==> src/rtl/oled_shape_sequencer.sv <==
// Button-driven display-state sequencer for the OLED shape renderer: debounces up/down,
// stages a pending state and commits it on frame_start. Optional AUTO_CYCLE_EN adds auto-advance.
module oled_shape_sequencer #(
  parameter int unsigned DEBOUNCE_MS    = 200,
  parameter int unsigned AUTO_PERIOD_MS = 2000
) (
  input  logic        clk,
  input  logic        rst_n,
  input  logic        tick_1k,
  input  logic        btn_up,
  input  logic        btn_down,
  input  logic        frame_start,
`ifdef AUTO_CYCLE_EN
  input  logic        auto_en,
`endif
  output logic [2:0]  state,
  output logic [1:0]  shape_sel,
  output logic [15:0] shape_color,
  output logic [15:0] ring_color,
  output logic        update_pending
);

  localparam int unsigned     DbW    = $clog2(DEBOUNCE_MS + 1);
  localparam logic [DbW-1:0]  DbLast = DbW'(DEBOUNCE_MS - 1);

  localparam logic [1:0]  SelNone   = 2'd0;
  localparam logic [1:0]  SelCircle = 2'd1;
  localparam logic [1:0]  SelSquare = 2'd2;
  localparam logic [15:0] ColBlack  = 16'h0000;
  localparam logic [15:0] ColGreen  = 16'h07E0;
  localparam logic [15:0] ColOrange = 16'hFC00;
  localparam logic [15:0] ColRed    = 16'hF800;
  localparam logic [15:0] ColWhite  = 16'hFFFF;

  if (DEBOUNCE_MS < 2 || AUTO_PERIOD_MS < 2) begin : g_param_check
    $error("DEBOUNCE_MS and AUTO_PERIOD_MS must both be at least 2");
  end

  // Index 0 is the up button, index 1 the down button.
  logic [1:0]     sync1_q, sync2_q;
  logic [1:0]     acc_q, acc_d;
  logic [DbW-1:0] cnt_q [2];
  logic [DbW-1:0] cnt_d [2];
  logic [1:0]     press;

  logic [2:0]  p_q, p_d;
  logic [2:0]  state_q, state_d;
  logic [1:0]  sel_q, sel_d;
  logic [15:0] shape_col_q, shape_col_d;
  logic [15:0] ring_col_q, ring_col_d;
  logic        pending_q, pending_d;

  always_comb begin
    acc_d = acc_q;
    press = 2'b00;
    for (int i = 0; i < 2; i++) begin
      cnt_d[i] = cnt_q[i];
      if (tick_1k) begin
        if (sync2_q[i] == acc_q[i]) begin
          cnt_d[i] = '0;
        end else if (cnt_q[i] == DbLast) begin
          acc_d[i] = sync2_q[i];
          cnt_d[i] = '0;
          press[i] = sync2_q[i];
        end else begin
          cnt_d[i] = cnt_q[i] + 1'b1;
        end
      end
    end
  end

`ifdef AUTO_CYCLE_EN
  localparam int unsigned       IdleW    = $clog2(AUTO_PERIOD_MS + 1);
  localparam logic [IdleW-1:0]  IdleLast = IdleW'(AUTO_PERIOD_MS - 1);

  logic [IdleW-1:0] idle_q, idle_d;
  logic             auto_step;

  // Any manual press (even a cancelling up+down pair) restarts the idle period.
  always_comb begin
    idle_d    = idle_q;
    auto_step = 1'b0;
    if (press != 2'b00 || !auto_en) begin
      idle_d = '0;
    end else if (tick_1k) begin
      if (idle_q == IdleLast) begin
        idle_d    = '0;
        auto_step = 1'b1;
      end else begin
        idle_d = idle_q + 1'b1;
      end
    end
  end

  always_ff @(posedge clk or negedge rst_n) begin
    if (!rst_n) begin
      idle_q <= '0;
    end else begin
      idle_q <= idle_d;
    end
  end
`endif

  always_comb begin
    p_d = p_q;
    if (press[0] && !press[1]) begin
      p_d = p_q + 3'd1;
    end else if (press[1] && !press[0]) begin
      p_d = p_q - 3'd1;
`ifdef AUTO_CYCLE_EN
    end else if (auto_step) begin
      p_d = p_q + 3'd1;
`endif
    end
  end

  // Commit samples the pre-press pending value, so a coincident press waits a frame.
  always_comb begin
    state_d     = frame_start ? p_q : state_q;
    pending_d   = (p_d != state_d);
    sel_d       = SelNone;
    shape_col_d = ColBlack;
    ring_col_d  = ColOrange;
    unique case (state_d)
      3'd1: begin sel_d = SelCircle; shape_col_d = ColGreen;  end
      3'd2: begin sel_d = SelCircle; shape_col_d = ColOrange; end
      3'd3: begin sel_d = SelCircle; shape_col_d = ColRed;    end
      3'd4: begin sel_d = SelSquare; shape_col_d = ColGreen;  ring_col_d = ColWhite; end
      3'd5: begin sel_d = SelSquare; shape_col_d = ColOrange; ring_col_d = ColWhite; end
      3'd6: begin sel_d = SelSquare; shape_col_d = ColRed;    ring_col_d = ColWhite; end
      default: begin
        sel_d       = SelNone;
        shape_col_d = ColBlack;
        ring_col_d  = ColOrange;
      end
    endcase
  end

  always_ff @(posedge clk or negedge rst_n) begin
    if (!rst_n) begin
      sync1_q     <= 2'b00;
      sync2_q     <= 2'b00;
      acc_q       <= 2'b00;
      cnt_q[0]    <= '0;
      cnt_q[1]    <= '0;
      p_q         <= 3'd0;
      state_q     <= 3'd0;
      sel_q       <= SelNone;
      shape_col_q <= ColBlack;
      ring_col_q  <= ColOrange;
      pending_q   <= 1'b0;
    end else begin
      sync1_q     <= {btn_down, btn_up};
      sync2_q     <= sync1_q;
      acc_q       <= acc_d;
      cnt_q[0]    <= cnt_d[0];
      cnt_q[1]    <= cnt_d[1];
      p_q         <= p_d;
      state_q     <= state_d;
      sel_q       <= sel_d;
      shape_col_q <= shape_col_d;
      ring_col_q  <= ring_col_d;
      pending_q   <= pending_d;
    end
  end

  assign state          = state_q;
  assign shape_sel      = sel_q;
  assign shape_color    = shape_col_q;
  assign ring_color     = ring_col_q;
  assign update_pending = pending_q;

endmodule

==> config.mk <==
export PLATFORM = sky130hd
export DESIGN_NAME = oled_shape_sequencer
export DESIGN_NICKNAME = d
export VERILOG_FILES = /design/src/rtl/oled_shape_sequencer.sv
export SDC_FILE = /design/constraint.sdc
export NUM_CORES = 1
export LEC_CHECK = 0
export BUFFER_PORTS_ARGS = -buffer_cell sky130_fd_sc_hd__buf_4
export CAP_MARGIN = 20
export CORE_MARGIN = 4
export CORE_UTILIZATION = 48
export DETAILED_ROUTE_END_ITERATION = 10
export PLACE_DENSITY_LB_ADDON = 0.12
export SYNTH_ARGS = -nofsm -noshare
export SYNTH_HDL_FRONTEND = slang
export SYNTH_SLANG_ARGS = --single-unit
export TNS_END_PERCENT = 5
==> constraint.sdc <==
create_clock -name clk -period 2.3 [get_ports clk]
set_input_delay 0.115 -clock clk [delete_from_list [all_inputs] [get_ports clk]]
set_output_delay 0.115 -clock clk [all_outputs]
set_load 0.02 [all_outputs]
Word-level counts from Yosys, hierarchy flattened

Index checks and enable logic that the tools add are counted.

Bits of input ports: 6
Bits in registers: 63
Word-level logic and storage cells: 56
Output and inout port bits: 38

Multiplexer cells: 16
Add/sub/neg operators: 4
Equality and inequality tests: 11
Reduce and logical (&&, ||, !) cells: 11
Bitwise logic cells: 2

Operator list:

| operator                                            | number |
|---|---|
| one-hot mux 16 bit (3 select lines)                 | 1 |
| two-way mux 8 bit                                   | 4 |
| adder 8 x 1 -> 8 bit, second input constant         | 2 |
| equality test 8 bit, second input constant          | 2 |
| two-way mux 10 bit                                  | 1 |
| equality test 3 bit, second input constant          | 3 |
| two-way mux 3 bit                                   | 3 |
| equality test 3 x 2 -> 1 bit, second input constant | 2 |
| two-way mux 1 bit                                   | 6 |
| AND reduction 3 bit                                 | 2 |
| OR reduction 2 bit                                  | 3 |
| OR reduction 3 bit                                  | 2 |
| one-hot mux 2 bit (2 select lines)                  | 1 |
| adder 3 x 1 -> 3 bit, second input constant         | 1 |
| equality test 3 x 1 -> 1 bit, second input constant | 1 |
| != test 3 bit                                       | 1 |
| subtractor 3 x 1 -> 3 bit, second input constant    | 1 |
| equality test 1 bit                                 | 2 |
| logical AND 1 bit                                   | 2 |
| zero test 1 bit                                     | 2 |
| inverter 1 bit                                      | 2 |

Logic depth before layout (Yosys ltp)

Depth after elaboration: 9
Mapped depth: 7
Gate-level depth less buffers: 7

Worst setup path before layout

OpenSTA, ideal clock, no wires.

Path kind: register to register
From: register cnt_q[11] (netlist bit)
To: register pending_q, in the netlist update_pending
Stages on the path, launching flop included: 7
Clock period less this slack: 2.192 ns
Setup time: 0.128 ns
Path buffers: 0
Required time: 2.172 ns
Arrival: 2.064 ns
Slack: 0.108 ns
Cells stage by stage: dfrtp_1 -> or4b_4 -> or4b_4 -> a32oi_1 -> xnor2_1 -> xnor2_1 -> nand3_1

Cells in the longest elaborated chain, start to end: 9
Elaborated cells between the ends (all ways): 10
Those cells by class: eq/ne: 2; mux: 5; reduce/logical: 3

RTL lines:

| element                | line | source |
|---|---|---|
| start: declaration     | 42   | `logic [DbW-1:0] cnt_q [2];` |
| equality test 8 bit *  | 61   | `end else if (cnt_q[i] == DbLast) begin` |
| two-way mux 1 bit *    | 61   |  |
| two-way mux 1 bit *    | 59   | `if (sync2_q[i] == acc_q[i]) begin` |
| two-way mux 1 bit *    | 58   | `if (tick_1k) begin` |
| zero test 1 bit        | 108  | `end else if (press[1] && !press[0]) begin` |
| logical AND 1 bit      | 108  |  |
| two-way mux 3 bit      | 108  |  |
| two-way mux 3 bit *    | 106  | `if (press[0] && !press[1]) begin` |
| named net p_d[2]       | 46   | `logic [2:0] p_q, p_d;` |
| != test 3 bit *        | 120  | `pending_d = (p_d != state_d);` |
| named net pending_d    | 51   | `logic pending_q, pending_d;` |
| end signal: assignment | 163  | `pending_q <= pending_d;` |
| end: declaration       | 51   |  |

Mark *: on every way through the listed nets, which the timed path passes. The rest lies on a longest branch.
A chain may end at the register's enable or synchronous reset.

Worst setup path after layout

Same ends and word-level chain as after synthesis.

==> impl_metrics.env <==
export IMPL_grt_pass1_vias=1308
export IMPL_initial_core_util_pct=50.5
export IMPL_hp_class="in2reg"
export IMPL_synth_edf_count=0
export IMPL_root_buffer="clkbuf_8"
export IMPL_portBuffers=32
export IMPL_rsz0062_at_grt="no"
export IMPL_finalCriticalPeriod_ns=2.22
export IMPL_drive_gt1_share_pct=23.9
export IMPL_nNetsFinal=227
export IMPL_yosysTopAreaCell="dfrtp_1"
export IMPL_cellPowerDensity_nw_per_um2=624
export IMPL_cts_sinks=35
export IMPL_hold_slack_ns=0.296
export IMPL_gr_total_overflow=0
export IMPL_fin_crit_sh_pct=96.5
export IMPL_areaGrowthSynthToFinish_pct=15.7
export IMPL_peakVddDrop_uv=308
export IMPL_core_area_sq_um=3740
export IMPL_crit_start="cnt_q[11]"
export IMPL_seq_power_share_pct=49.3
export IMPL_postSynthAreaPerCell_sq_um=9.84
export IMPL_required_ns=2.46
export IMPL_firstDrtPassIters=4
export IMPL_hold_viol_final=0
export IMPL_finalSetupTns_ns=0
export IMPL_netlist_area_leader_share_pct=46.4
export IMPL_p_int_w=0.00100
export IMPL_synth_top_cells_by_area="dfrtp_1, buf_4, xnor2_1"
export IMPL_gr_usage_all_layers_pct=14.8
export IMPL_outcome="finished, final reports clean"
export IMPL_synth_cell_type_count=34
export IMPL_async_flop_share_pct=100
export IMPL_wl_per_cell_um=12.8
export IMPL_worst_pin_slew_ns=0.512
export IMPL_die_height_um=70.7
export IMPL_fin_skew_ns=0.00345
export IMPL_path_clk_slew_ns=0.06
export IMPL_yosysSeqAreaShare_pct=46.4
export IMPL_cts_made_buffers=5
export IMPL_ys_ff_latch=35
export IMPL_n_fill_cell=343
export IMPL_slew_viol_final=0
export IMPL_clk_latency_ns=0.28
export IMPL_cts_htree_levels=2
export IMPL_routed_wl_um=3400
export IMPL_p_sw_w=0.000360
export IMPL_tritoncts="built"
export IMPL_synth_most_common_cell="dfrtp_1"
export IMPL_num_vias=1376
export IMPL_min_from="frame_start"
export IMPL_cp_start_kind="flop"
export IMPL_synth_flop_cell="dfrtp_1"
export IMPL_n_antenna_cell=0
export IMPL_yosys_warnings=0
export IMPL_rows=22
export IMPL_cp_end_kind="flop"
export IMPL_maxSlewHeadroom_pct=64.9
export IMPL_cts_post_setup_buffers_inserted=0
export IMPL_setup_ws_ns=0.0799
export IMPL_antenna_found_initial=0
export IMPL_synth_common_cells="dfrtp_1, buf_4, o21ai_0, inv_1, nand2_1"
export IMPL_worstPathMaxFanout=4
export IMPL_p_comb_share_pct=15.8
export IMPL_synth_cell_area_sq_um=1890
export IMPL_dieArea_sq_um=5000
export IMPL_reg2reg_from="cnt_q[11]"
export IMPL_fmax_mhz=450
export IMPL_place_gp_congestion=0.771
export IMPL_setup_viol=0
export IMPL_arrival_ns=2.38
export IMPL_vias_per_cell=5.17
export IMPL_ios=44
export IMPL_drv_cap=0
export IMPL_critPathKind="reg2reg"
export IMPL_hpwlAfterDp_um=2480
export IMPL_clock_path_buffers=2
export IMPL_ant_nets=0
export IMPL_dr_first_iter_drc_count=66
export IMPL_leakagePower_nw=1.06
export IMPL_grt_pass1_wl_um=5840
export IMPL_detailedPlace_worstSlack_ns=0.0269
export IMPL_netlist_instances=192
export IMPL_drc=0
export IMPL_p_clk_share_pct=34.9
export IMPL_grt_start_max_net_pins=36
export IMPL_die_x_um=70.7
export IMPL_p_sw_share_pct=26.4
[worst max-delay path: stages, from the launching register on]
cell and delay [ns]:
dfrtp_1 0.38, or4b_4 0.56, or4b_4 0.52, a32oi_2 0.26, xnor2_2 0.16, xnor2_1 0.14, nand3_1 0.08
[cells by family after synthesis]
logic type	Yosys count	synth area share [%]
XOR/XNOR	12	5.56
other	2	0.397
adder cells (fa/ha/maj)	4	2.65
buffers and inverters	44	14.5
AND/OR/NAND/NOR	56	17.2
multiplexers	7	3.84
AO/OA/AOI/OAI	32	9.54
flip-flops	35	46.4
[worst paths after layout]
check	cells past startpoint	slack, ns	to
worst max-delay path	6	0.08	update_pending
worst min register to register	0	0.35	sync2_q[1]
min in group asynchronous	2	0.32	state[1]
max in group asynchronous	2	1.67	acc_q[1]
worst max register to register	6	0.08	update_pending
worst min-delay path	3	0.30	shape_color[10]
[per-stage QoR]
| step | utilization, % | total power (W) | instances | cell area (sq um) |
|---|---|---|---|---|
| global placement | 54.4 | 0.000891 | 255 | 2040 |
| finish | 58.4 | 0.00136 | 266 | 2190 |
| CTS | 57.9 | 0.00138 | 266 | 2170 |
| detailed placement | 54.4 | 0.000896 | 255 | 2040 |
| floorplan | - | 0.000852 | 201 | 1920 |
| global route | 58.4 | 0.00143 | 266 | 2190 |
[cells in the final DEF (no fill, tap or decap), types with 3 or more instances in the layout]
| cell type | n |
|---|---|
| nand2_1 | 13 |
| o21ai_0 | 15 |
| dfrtp_1 | 35 |
| o22ai_1 | 3 |
| a21oi_1 | 5 |
| nand3_1 | 9 |
| nand4_1 | 6 |
| buf_4 | 37 |
| mux2i_1 | 5 |
| dlygate4sd3_1 | 3 |
| nor2_1 | 4 |
| conb_1 | 11 |
| xnor2_1 | 9 |
| o21ai_1 | 4 |
| inv_1 | 13 |
| and3_1 | 9 |
| clkbuf_8 | 7 |
| ha_1 | 4 |
[timing repair]
item / CTS / global route
gates resized for setup: 0 / 3
endpoints found under the setup margin: 0 / 4
hold endpoints to repair: 37 / 0
hold buffers: 3 / 0
[final cells by class]
cell class / count / area (sq um) / area share (%)
Sequential cell: 35 / 876 / 40.1
Clock buffer: 8 / 100 / 4.58
Timing Repair Buffer: 40 / 308 / 14.1
Inverter: 13 / 48.8 / 2.23
Tap cell: 48 / 60.1 / 2.75
Multi-Input combinational cell: 122 / 793 / 36.3
[registers in the layout, indices dropped and copies added, names as in the netlist]
signal	count
update_pending	1
acc_q	2
sync2_q	2
ring_color	1
p_q	3
shape_color	3
shape_sel	2
sync1_q	2
cnt_q	16
state	3
[power by group through the flow]
stage | sequential, W | clock (W) | combinational (W)
floorplan | 0.000693 | 0 | 0.000159
detailed placement | 0.000684 | 0 | 0.000212
global route | 0.000679 | 0.000520 | 0.000234
finish | 0.000673 | 0.000476 | 0.000215
CTS | 0.000673 | 0.000491 | 0.000216
global placement | 0.000682 | 0 | 0.000210
[routing by layer]
metal	vias up	track usage (%)	wire length [um]
met3	7	4.26	279
met4	0	7.52	69
met2	48	24.7	1660
li1	671	-	-
met5	-	0	0
met1	650	17.2	1390
Power figures use the tool's default switching activity.
